[config.mk]
export PLATFORM = sky130hd
export DESIGN_NAME = op_sequencer_flat
export DESIGN_NICKNAME = d
export VERILOG_FILES = /design/src/rtl/op_sequencer_if.sv /design/src/rtl/op_sequencer.sv /design/src/flat_wrapper.sv
export SDC_FILE = /design/constraint.sdc
export NUM_CORES = 1
export LEC_CHECK = 0
export ABC_AREA = 1
export ABC_CLOCK_PERIOD_IN_PS = 1900
export CAP_MARGIN = 40
export CORE_UTILIZATION = 39
export CTS_CLUSTER_SIZE = 28
export DETAILED_ROUTE_END_ITERATION = 12
export MAX_ROUTING_LAYER = met4
export PLACE_DENSITY = 0.81
export SLEW_MARGIN = 25
export SYNTH_ARGS = -nofsm -noshare
export SYNTH_HDL_FRONTEND = slang
export SYNTH_SLANG_ARGS = --single-unit
[constraint.sdc]
create_clock -name clk -period 1.9 [get_ports clk]
set_input_delay 0.57 -clock clk [delete_from_list [all_inputs] [get_ports clk]]
set_output_delay 0.57 -clock clk [all_outputs]
set_load 0.05 [all_outputs]
[src/rtl/op_sequencer_if.sv]
// op_sequencer_if: host command/page-data and controller-side signals of the op sequencer.
interface op_sequencer_if;
  logic        cmd_valid;
  logic        cmd_ready;
  logic [31:0] cmd_word;
  logic        wr_valid;
  logic        wr_ready;
  logic [31:0] wr_data;
  logic        rd_valid;
  logic [31:0] rd_data;
  logic [31:0] operation;
  logic [31:0] in_data;
  logic [31:0] out_data;
  logic        ctl_enable;
  logic        busy;
  logic        done;
  logic        err;
  modport slave (
    input  cmd_valid, cmd_word, wr_valid, wr_data, out_data,
    output cmd_ready, wr_ready, rd_valid, rd_data, operation, in_data, ctl_enable, busy, done, err
  );
  modport master (
    output cmd_valid, cmd_word, wr_valid, wr_data, out_data,
    input  cmd_ready, wr_ready, rd_valid, rd_data, operation, in_data, ctl_enable, busy, done, err
  );
endinterface

[src/rtl/op_sequencer.sv]
// op_sequencer: holds each controller opcode for its required duration, streams page data, captures read-back.
module op_sequencer #(
  parameter int PAGE_WORDS  = 64,
  parameter int MULT_CYCLES = 96,
  parameter int RD_LAT      = 1,
  parameter int IDLE_GAP    = 1
) (
  input logic clk,
  input logic reset,
  op_sequencer_if.slave s
);
  localparam int M1   = MULT_CYCLES > PAGE_WORDS ? MULT_CYCLES : PAGE_WORDS;
  localparam int CMAX = M1 > IDLE_GAP ? M1 : IDLE_GAP;
  localparam int CW   = $clog2(CMAX + 1);
  localparam logic [RD_LAT-1:0] TOP = RD_LAT'(1) << (RD_LAT - 1);
  typedef enum logic [2:0] {IDLE, MULT, WRITE, READ, DRAIN, GAP} state_t;
  state_t state;
  logic [CW-1:0] cnt;
  logic [RD_LAT-1:0] sr, nxt;
  logic [31:0] operation, rd_data;
  logic rd_valid, done, err, last;
  logic [3:0] op;
  // nxt[RD_LAT-1] marks the cycle whose out_data belongs to a read issued RD_LAT-1 cycles ago
  always_comb begin
    op = s.cmd_word[3:0];
    nxt = RD_LAT'({sr, state == READ});
    last = (state == MULT && cnt == CW'(MULT_CYCLES - 1)) ||
           (state == WRITE && s.wr_valid && cnt == CW'(PAGE_WORDS - 1)) ||
           (state == DRAIN && (sr & ~TOP) == '0);
  end
  always_ff @(posedge clk) begin
    if (reset) begin
      state <= IDLE;
      cnt <= '0;
      sr <= '0;
      operation <= '0;
      rd_data <= '0;
      rd_valid <= 1'b0;
      done <= 1'b0;
      err <= 1'b0;
    end else begin
      sr <= nxt;
      rd_valid <= nxt[RD_LAT-1];
      if (nxt[RD_LAT-1]) rd_data <= s.out_data;
      done <= 1'b0;
      err <= 1'b0;
      cnt <= cnt + CW'(1);
      if (state == IDLE) begin
        cnt <= '0;
        if (s.cmd_valid) begin
          state <= op == 4'd1 ? MULT : op == 4'd2 ? WRITE : op == 4'd3 ? READ : GAP;
          operation <= (op == 4'd0 || op > 4'd3) ? '0 : s.cmd_word;
          done <= op == 4'd0;
          err <= op > 4'd3;
        end
      end else if (last) begin
        state <= GAP;
        cnt <= '0;
        operation <= '0;
        done <= 1'b1;
      end else if (state == WRITE) begin
        cnt <= cnt + CW'(s.wr_valid);
      end else if (state == READ && cnt == CW'(PAGE_WORDS - 1)) begin
        state <= DRAIN;
        cnt <= '0;
        operation <= '0;
      end else if (state == GAP && cnt == CW'(IDLE_GAP - 1)) begin
        state <= IDLE;
        cnt <= '0;
      end
    end
  end
  assign s.cmd_ready  = state == IDLE;
  assign s.busy       = state != IDLE;
  assign s.wr_ready   = state == WRITE;
  assign s.ctl_enable = state == WRITE ? s.wr_valid : 1'b1;
  assign s.in_data    = state == WRITE ? s.wr_data : '0;
  assign s.operation  = operation;
  assign s.rd_data    = rd_data;
  assign s.rd_valid   = rd_valid;
  assign s.done       = done;
  assign s.err        = err;
endmodule

[src/flat_wrapper.sv]
// flat-port wrapper written by rule: the top's interface ports become plain ports
module op_sequencer_flat 
#(
  parameter int PAGE_WORDS  = 64,
  parameter int MULT_CYCLES = 96,
  parameter int RD_LAT      = 1,
  parameter int IDLE_GAP    = 1
)
  (clk, reset, s_cmd_valid, s_cmd_word, s_wr_valid, s_wr_data, s_out_data, s_cmd_ready, s_wr_ready, s_rd_valid, s_rd_data, s_operation, s_in_data, s_ctl_enable, s_busy, s_done, s_err);
  op_sequencer_if s_i ();
  input logic clk;
  input logic reset;
  input wire logic [$bits(s_i.cmd_valid)-1:0] s_cmd_valid;
  input wire logic [$bits(s_i.cmd_word)-1:0] s_cmd_word;
  input wire logic [$bits(s_i.wr_valid)-1:0] s_wr_valid;
  input wire logic [$bits(s_i.wr_data)-1:0] s_wr_data;
  input wire logic [$bits(s_i.out_data)-1:0] s_out_data;
  output wire logic [$bits(s_i.cmd_ready)-1:0] s_cmd_ready;
  output wire logic [$bits(s_i.wr_ready)-1:0] s_wr_ready;
  output wire logic [$bits(s_i.rd_valid)-1:0] s_rd_valid;
  output wire logic [$bits(s_i.rd_data)-1:0] s_rd_data;
  output wire logic [$bits(s_i.operation)-1:0] s_operation;
  output wire logic [$bits(s_i.in_data)-1:0] s_in_data;
  output wire logic [$bits(s_i.ctl_enable)-1:0] s_ctl_enable;
  output wire logic [$bits(s_i.busy)-1:0] s_busy;
  output wire logic [$bits(s_i.done)-1:0] s_done;
  output wire logic [$bits(s_i.err)-1:0] s_err;
  assign s_i.cmd_valid = s_cmd_valid;
  assign s_i.cmd_word = s_cmd_word;
  assign s_i.wr_valid = s_wr_valid;
  assign s_i.wr_data = s_wr_data;
  assign s_i.out_data = s_out_data;
  assign s_cmd_ready = s_i.cmd_ready;
  assign s_wr_ready = s_i.wr_ready;
  assign s_rd_valid = s_i.rd_valid;
  assign s_rd_data = s_i.rd_data;
  assign s_operation = s_i.operation;
  assign s_in_data = s_i.in_data;
  assign s_ctl_enable = s_i.ctl_enable;
  assign s_busy = s_i.busy;
  assign s_done = s_i.done;
  assign s_err = s_i.err;
  op_sequencer #(.PAGE_WORDS(PAGE_WORDS), .MULT_CYCLES(MULT_CYCLES), .RD_LAT(RD_LAT), .IDLE_GAP(IDLE_GAP)) u_core (.clk(clk), .reset(reset), .s(s_i));
endmodule
==> results of run 1 <==
-- critical path, stage by stage, from the launching register on --
cell and delay [ns]:
dfxtp_2 0.34, inv_2 0.08, nand3_4 0.11, buf_6 0.16
buf_16 0.15, nor2_4 0.12, buf_12 0.14
-- kinds of logic (layout without fill, tap and decap cells) --
| logic type | count (synthesis) | in the layout | synth area share (%) |
|---|---|---|---|
| xor gates and xnor gates | 6 | 6 | 1.42 |
| AOI/OAI and AO/OA | 53 | 53 | 7.21 |
| DFF | 77 | 77 | 41.7 |
| other | 0 | 1 | 0 |
| and+or+nand+nor | 320 | 322 | 36.0 |
| adders and majority gates | 4 | 4 | 1.35 |
| buffers and inverters | 111 | 350 | 12.3 |
-- cell type report --
| cell class | count | area (um^2) | area share, % |
|---|---|---|---|
| clock buffers | 11 | 151 | 2.13 |
| multi-input cells | 385 | 2130 | 30.0 |
| inverters | 85 | 329 | 4.62 |
| clock inverters | 5 | 66.3 | 0.932 |
| well taps | 111 | 139 | 1.95 |
| repair buffers | 249 | 2750 | 38.6 |
| flip-flops and latches | 77 | 1550 | 21.7 |
| diodes | 1 | 2.50 | 0.0352 |
-- power by group through the flow --
stage | registers [mW] | clock network, mW | logic, mW
final | 2.01 | 1.35 | 4.42
after detailed placement | 2.03 | 0 | 3.32
after floorplan | 2.68 | 0 | 1.55
after global placement | 2.01 | 0 | 3.24
after CTS | 1.99 | 1.37 | 3.58
after global routing | 2.03 | 1.45 | 4.69
-- Yosys cell counts (all sizes together) --
library cell	instances	area, um^2
nand2	103	412
o22ai	1	6.26
nor2	188	744
inv	84	315
clkinv	1	3.75
nand3	22	133
nor3	3	15.0
ha	4	50.1
xnor2	4	35.0
dfxtp	77	1540
nor3b	2	15.0
clkbuf	13	48.8
o21ai	37	185
xor2	2	17.5
nand4	1	6.26
a21oi	15	75.1
or2	1	6.26
buf	13	88.8
-- per-stage QoR --
step | util, % | TNS, ns | power, mW
2_1_floorplan | - | -5.02 | 4.23
3_3_place_gp | 66.8 | -6.59 | 5.25
3_5_place_dp | 66.8 | -8.15 | 5.35
5_1_grt | 77.4 | -5.84 | 8.17
6_report | 77.4 | -3.29 | 7.77
4_1_cts | 74.3 | -2.94 | 6.94
-- worst max-delay path by stage --
| stage | from | end | slack, ns | depth (start not counted) |
|---|---|---|---|---|
| global route | u_core.cnt[4] | u_core.s.operation[13] | -0.19 | 12 |
| floorplan | u_core.state[2] | s_in_data[10] | -0.17 | 5 |
| global placement | s_wr_data[12] | s_in_data[12] | -0.16 | 4 |
| CTS | u_core.state[0] | s_in_data[13] | -0.14 | 6 |
| finish | u_core.state[2] | s_in_data[18] | -0.11 | 6 |
| detailed placement | s_wr_valid | u_core.cnt[5] | -0.20 | 7 |
-- routing by layer --
layer	vias up	GRT usage [%]	part of all wire [%]
li1	2181	-	-
met1	2117	27.7	38
met2	253	46.8	50
met3	54	5.62	8.2
met4	0	9.73	3.9
met5	-	-	0
-- timing repair --
action / 4_1_cts / 5_1_grt
hold buffers: 0 / 0
setup endpoints to repair: 35 / 82
resized for setup: 85 / 48
cloned: 3 / 5
buffers inserted: 11 / 6
pin swaps: 7 / 19
-- registers in the layout (all words and copies together) (netlist names) --
signal,count
u_core.s.operation,32
u_core.s.rd_data,32
u_core.cnt,7
u_core.state,3
u_core.s.done,1
u_core.s.err,1
u_core.s.rd_valid,1
-- layout by cell type (no fill, tap or decap), drive strengths merged --
cell             n
xnor2            4
clkinvlp         1
dfxtp           77
ha               4
o21ai           37
a21oi           15
clkinv           2
dlymetal6s2s     1
o22ai            1
buf            148
dlygate4sd2      1
or2              1
nor2           188
nand2          105
nor3b            2
nand4            1
inv             86
nand3           22
bufinv           1
nor3             3
clkdlybuf4s50   97
clkbuf          13
xor2             2
diode            1
==> impl_metrics.ini, run 1 <==
[sta]
rsz0062_at_grt = true
hold_ws_ns = 0.466
fin_worst_skew_ns = 0.0154
slew_headroom_pct = 76.2
period_share_pct = 106
setup_viol = 45
fmax_mhz = 496
finalCriticalPeriod_ns = 2.01
hold_violations = 0
drv_slew = 0
tightest_slew_ns = 0.357
final.setup.worst_slack_ns = -0.115

[hold_path]
min_path_type = register to register
min_to = u_core.s.operation[31]
hold_depth = 2
min_from = u_core.s.operation[31]

[layout]
area_growth_pct = 92.5
stdcell_area_um2 = 7120
fillerInstances = 612
drive_above_1_share_pct = 31.7
nNetsFinal = 911
instances_no_fill = 924

[run_status]
violations = setup timing
status = finished with violations

[route]
drt_wl_total_um = 13900
wl_per_cell_um = 15.1
vias_per_cell = 4.98
drt_pass1_iterations = 5
antenna_left = 0
drtIter0Drc = 183
drc = 0
vias = 4605

[pwr]
p_clk_share_pct = 17.3
p_leak_nw = 3.27
cellPowerDensity_nw_per_um2 = 1090
internal_power_mw = 4.32
switchingPower_mw = 3.45
power.share.switching_pct = 44.3
max-vdd-ir-drop_uv = 690
seq_power_share_pct = 25.8
combPwrFrac_pct = 56.8

[floorplanning]
die_h_um = 99.4
core-area_um2 = 9200
dieArea_um2 = 9880
rows = 35
io_pins = 203
start_util_pct = 40.2
die_w_um = 99.4

[critical_path]
worst_ep_arrival_time_ns = 1.44
cp_max_fo = 6
timing.rr.start = u_core.cnt[4]
path_class = register to output pin
end_kind = output pin
r2r_end = u_core.s.operation[9]
required_ns = 1.33
reg2regPathDepth = 12
r2r_slack_ns = -0.11
startpoint_type = register

[run]
cap_violations = 0

[global_route]
gr-total-overflow = 0
grt_pass1_wl_um = 19900
grt_start_max_net_pins = 35
grt_use_total_pct = 25.9
grt_pass1_vias = 4391
antenna_found_initial = 1

[logic_synthesis]
avgSynthCellArea_um2 = 6.48
syn-cell-area_um2 = 3700
netlist_instances = 571
yosysUniqueCellTypes = 29
ys_seq_elements = 77
yosysWarnings = 0
syn_nets = 675
seq_area_frac_synth_pct = 41.7

[placement]
pre_cts_ws_ns = -0.201
placed_area_um2 = 6140
portBuffers = 202
dpl.hpwl_um = 8620
globalplace.congestion = 0.876
place_inst = 883

[clock_tree]
cts_max_path_buffers = 2
cts_buffers = 9
clkTransAtPathRegs_ns = 0.08
clk_latency_ns = 0.35
htreeDepth = 3
cts-root-buf = clkbuf_8
clkSinkCount = 77
cts_tree = yes
Note: power is estimated with default switching activity, not from simulation.
==> inputs of run 2 (changes only) <==
--- a/config.mk
+++ b/config.mk
@@ -9,7 +9,7 @@
 export ABC_CLOCK_PERIOD_IN_PS = 1900
 export CAP_MARGIN = 40
 export CORE_UTILIZATION = 39
-export CTS_CLUSTER_SIZE = 28
+export CTS_CLUSTER_SIZE = 20
 export DETAILED_ROUTE_END_ITERATION = 12
 export MAX_ROUTING_LAYER = met4
 export PLACE_DENSITY = 0.81
==> results of run 2 <==
No change in the layout: final DEF, timing and power equal those of run 1.
==> inputs of run 3 (changes only) <==
--- a/config.mk
+++ b/config.mk
@@ -5,14 +5,13 @@
 export SDC_FILE = /design/constraint.sdc
 export NUM_CORES = 1
 export LEC_CHECK = 0
-export ABC_AREA = 1
 export ABC_CLOCK_PERIOD_IN_PS = 1900
 export CAP_MARGIN = 40
-export CORE_UTILIZATION = 39
+export CORE_UTILIZATION = 37
 export CTS_CLUSTER_SIZE = 20
 export DETAILED_ROUTE_END_ITERATION = 12
 export MAX_ROUTING_LAYER = met4
-export PLACE_DENSITY = 0.81
+export PLACE_DENSITY = 0.8
 export SLEW_MARGIN = 25
 export SYNTH_ARGS = -nofsm -noshare
 export SYNTH_HDL_FRONTEND = slang
==> run 3 against run 2 <==
Net effect:
- sequential cell count is the same
- global-route usage shrank 2.5 points
- first-iteration DRC count shrank 28%
- clock-buffer cell count shrank 2
- register-to-register slack gained 0.18 ns
- die area shrank 4.2%
- the run still ends with setup timing left
==> impl_metrics.ini, run 3 <==
[run_status]
status = finished with violations
violations = setup timing

[sta]
hold_violations = 0
tightest_slew_ns = 0.336
hold_ws_ns = 0.458
period_share_pct = 115
drv_slew = 0
fin_worst_skew_ns = 0.0112
fmax_mhz = 458
slew_headroom_pct = 77.4
final.setup.worst_slack_ns = -0.282
finalCriticalPeriod_ns = 2.18
rsz0062_at_grt = true
setup_viol = 36

[run]
cap_violations = 0

[route]
routed-wl-met2_um = 5760
wl_met3_um = 725
wl_per_cell_um = 15.6
antenna_left = 0
drtIter0Drc = 131
drt_wl_total_um = 11200
vias_per_cell = 5.26
drt_pass1_iterations = 4
drc = 0
wl_met1_um = 4550
top_layer = met4
vias = 3785

[critical_path]
required_ns = 1.33
cp_max_fo = 7
crit_chain = or3b_4, buf_12, inv_6, and2_4, buf_12
slowest_delay_ns = 0.41
worst_ep_arrival_time_ns = 1.61
startpoint_type = register
path_class = register to output pin
crit_top_cell = buf_12
worstSetupPathDepth = 5
crit_buf_inv = 3
end_kind = output pin
reg2regPathDepth = 7
slowest_stage = or3b_4
cp_top_family = simple AND/OR/NAND/NOR gates

[layout]
mostFrequentLayoutCells = 106 x buf_4, 98 x clkdlybuf4s50_1, 72 x dfxtp_1, 71 x nand2_1
layout_commonest_cell = buf_4
reg.largest.list = u_core.s.operation: 32 flops, u_core.s.rd_data: 32 flops, u_core.cnt: 7 flops
nNetsFinal = 710
antennaDiodeCount = 0
drive_above_1_share_pct = 42.1
area_growth_pct = 88.9
instances_no_fill = 719

[clock_tree]
clkSinkCount = 77
clk_latency_ns = 0.34
clkTransAtPathRegs_ns = 0.09
cts_buffers = 9
cts-root-buf = clkbuf_8
cts_tree = yes
cts_max_path_buffers = 2
htreeDepth = 3
hold_buffers = 0

[hold_path]
hold_depth = 2
min_path_type = register to register

[global_route]
grt_use_total_pct = 23.4
antenna_found_initial = 0
grt_pass1_vias = 3702
grt_start_max_net_pins = 33
gr-total-overflow = 0
grt_pass1_wl_um = 17600

[pwr]
switchingPower_mw = 1.37
seq_power_share_pct = 40.6
combPwrFrac_pct = 32.1
max-vdd-ir-drop_uv = 545
p_clk_share_pct = 27.2
internal_power_mw = 2.83
p_leak_nw = 2.71
power.share.switching_pct = 32.6
totalPowerFinal_mw = 4.20
cellPowerDensity_nw_per_um2 = 662

[placement]
place_inst = 689
dpl.hpwl_um = 8030
globalplace.congestion = 0.880
portBuffers = 202

[logic_synthesis]
yosysUniqueCellTypes = 57
synth_common_cells = 77 x dfxtp_1, 71 x nand2_1, 37 x a21oi_1, 33 x and2_1, 28 x a32o_2
async_flop_share_pct = 0
ys.flop_type = dfxtp_1
synth_top_cell_area_share_pct = 45.9
syn_nets = 474
synth-edff-count = 0
yosysTopAreaCell = dfxtp_1
seq_area_frac_synth_pct = 45.9
syn-cell-area_um2 = 3360
synth_most_common_cell = dfxtp_1
avgSynthCellArea_um2 = 9.08
yosysWarnings = 0
ys_top_cells_by_area = dfxtp_1 46%, a32o_2 9.4%, nand2_1 7.9%
ys_seq_elements = 77
netlist_instances = 370

[floorplanning]
dieArea_um2 = 9460
die_h_um = 97.3
die_w_um = 97.3
io_pins = 203
start_util_pct = 38.3
core-area_um2 = 8760
rows = 34
run 3: cell types whose count changed after synthesis, sizes merged, moves of 28 or more:
cell   change
inv       -78
nand2     -32
and2      +34
a32o      +28
nor2     -179
o21ai     -30
run 3: path summary, 6_finish.rpt:
kind / startpoint / to / slack [ns]
max reg2reg: u_core.state[2] / u_core.s.operation[13] / 0.07
min: u_core.s.rd_data[25] / u_core.s.rd_data[25] / 0.46
max: u_core.state[0] / s_in_data[29] / -0.28
min reg2reg: u_core.s.rd_data[25] / u_core.s.rd_data[25] / 0.46
run 3: layout make-up:
type	count	area, um^2
clock buffer	9	124
inverter	8	51.3
sequential	77	1550
clock inverter	7	57.6
timing repair inverter	6	60.1
multi-input combinational	257	1780
timing repair buffer	247	2590
fill	624	2420
tap	108	135
run 3: power groups by stage:
stage	Combinational [mW]	Clock (mW)	Sequential, mW
3_3_place_gp	1.21	0	1.73
6_report	1.35	1.14	1.71
2_1_floorplan	0.541	0	1.85
5_1_grt	1.43	1.26	1.71
3_5_place_dp	1.24	0	1.74
4_1_cts	1.33	1.18	1.70
run 3: what timing repair did:
item | in CTS | in global routing
setup endpoints to repair | 64 | 75
gates cloned | 1 | 5
gates resized for setup | 14 | 19
buffers inserted | 7 | 2
pin swaps | 2 | 3
run 3: worst min-delay path: stages, from the launching register on:
cell	delay, ns
dfxtp_1	0.32
nand2_1	0.05
a21oi_1	0.05
run 3: stage by stage:
stage | area, um^2 | setup WS, ns | setup TNS [ns] | utilization, %
3_3_place_gp | 5900 | -0.430 | -15.78 | 67.4
5_1_grt | 6340 | -0.323 | -10.84 | 72.4
6_report | 6340 | -0.282 | -9.34 | 72.4
4_1_cts | 6210 | -0.303 | -9.91 | 70.8
3_5_place_dp | 5920 | -0.405 | -16.03 | 67.5
2_1_floorplan | 3480 | -0.0582 | -1.70 | -
run 3: cells by family (layout without fill, tap and decap cells):
kind of cell    Yosys count  in the layout  synth area share, %
fa+ha+maj                 4              4                 1.49
compound gates           94             94                 21.3
mux                       2              2                0.596
simple gates            157            157                 25.1
flops                    77             77                 45.9
buf+inv                  36            277                 5.70
run 3: metal layers:
metal / track usage [%] / vias up
li1: - / 1799
met1: 26.4 / 1780
met2: 41.8 / 188
met3: 5.32 / 18
met4: 6.11 / 0
met5: - / -
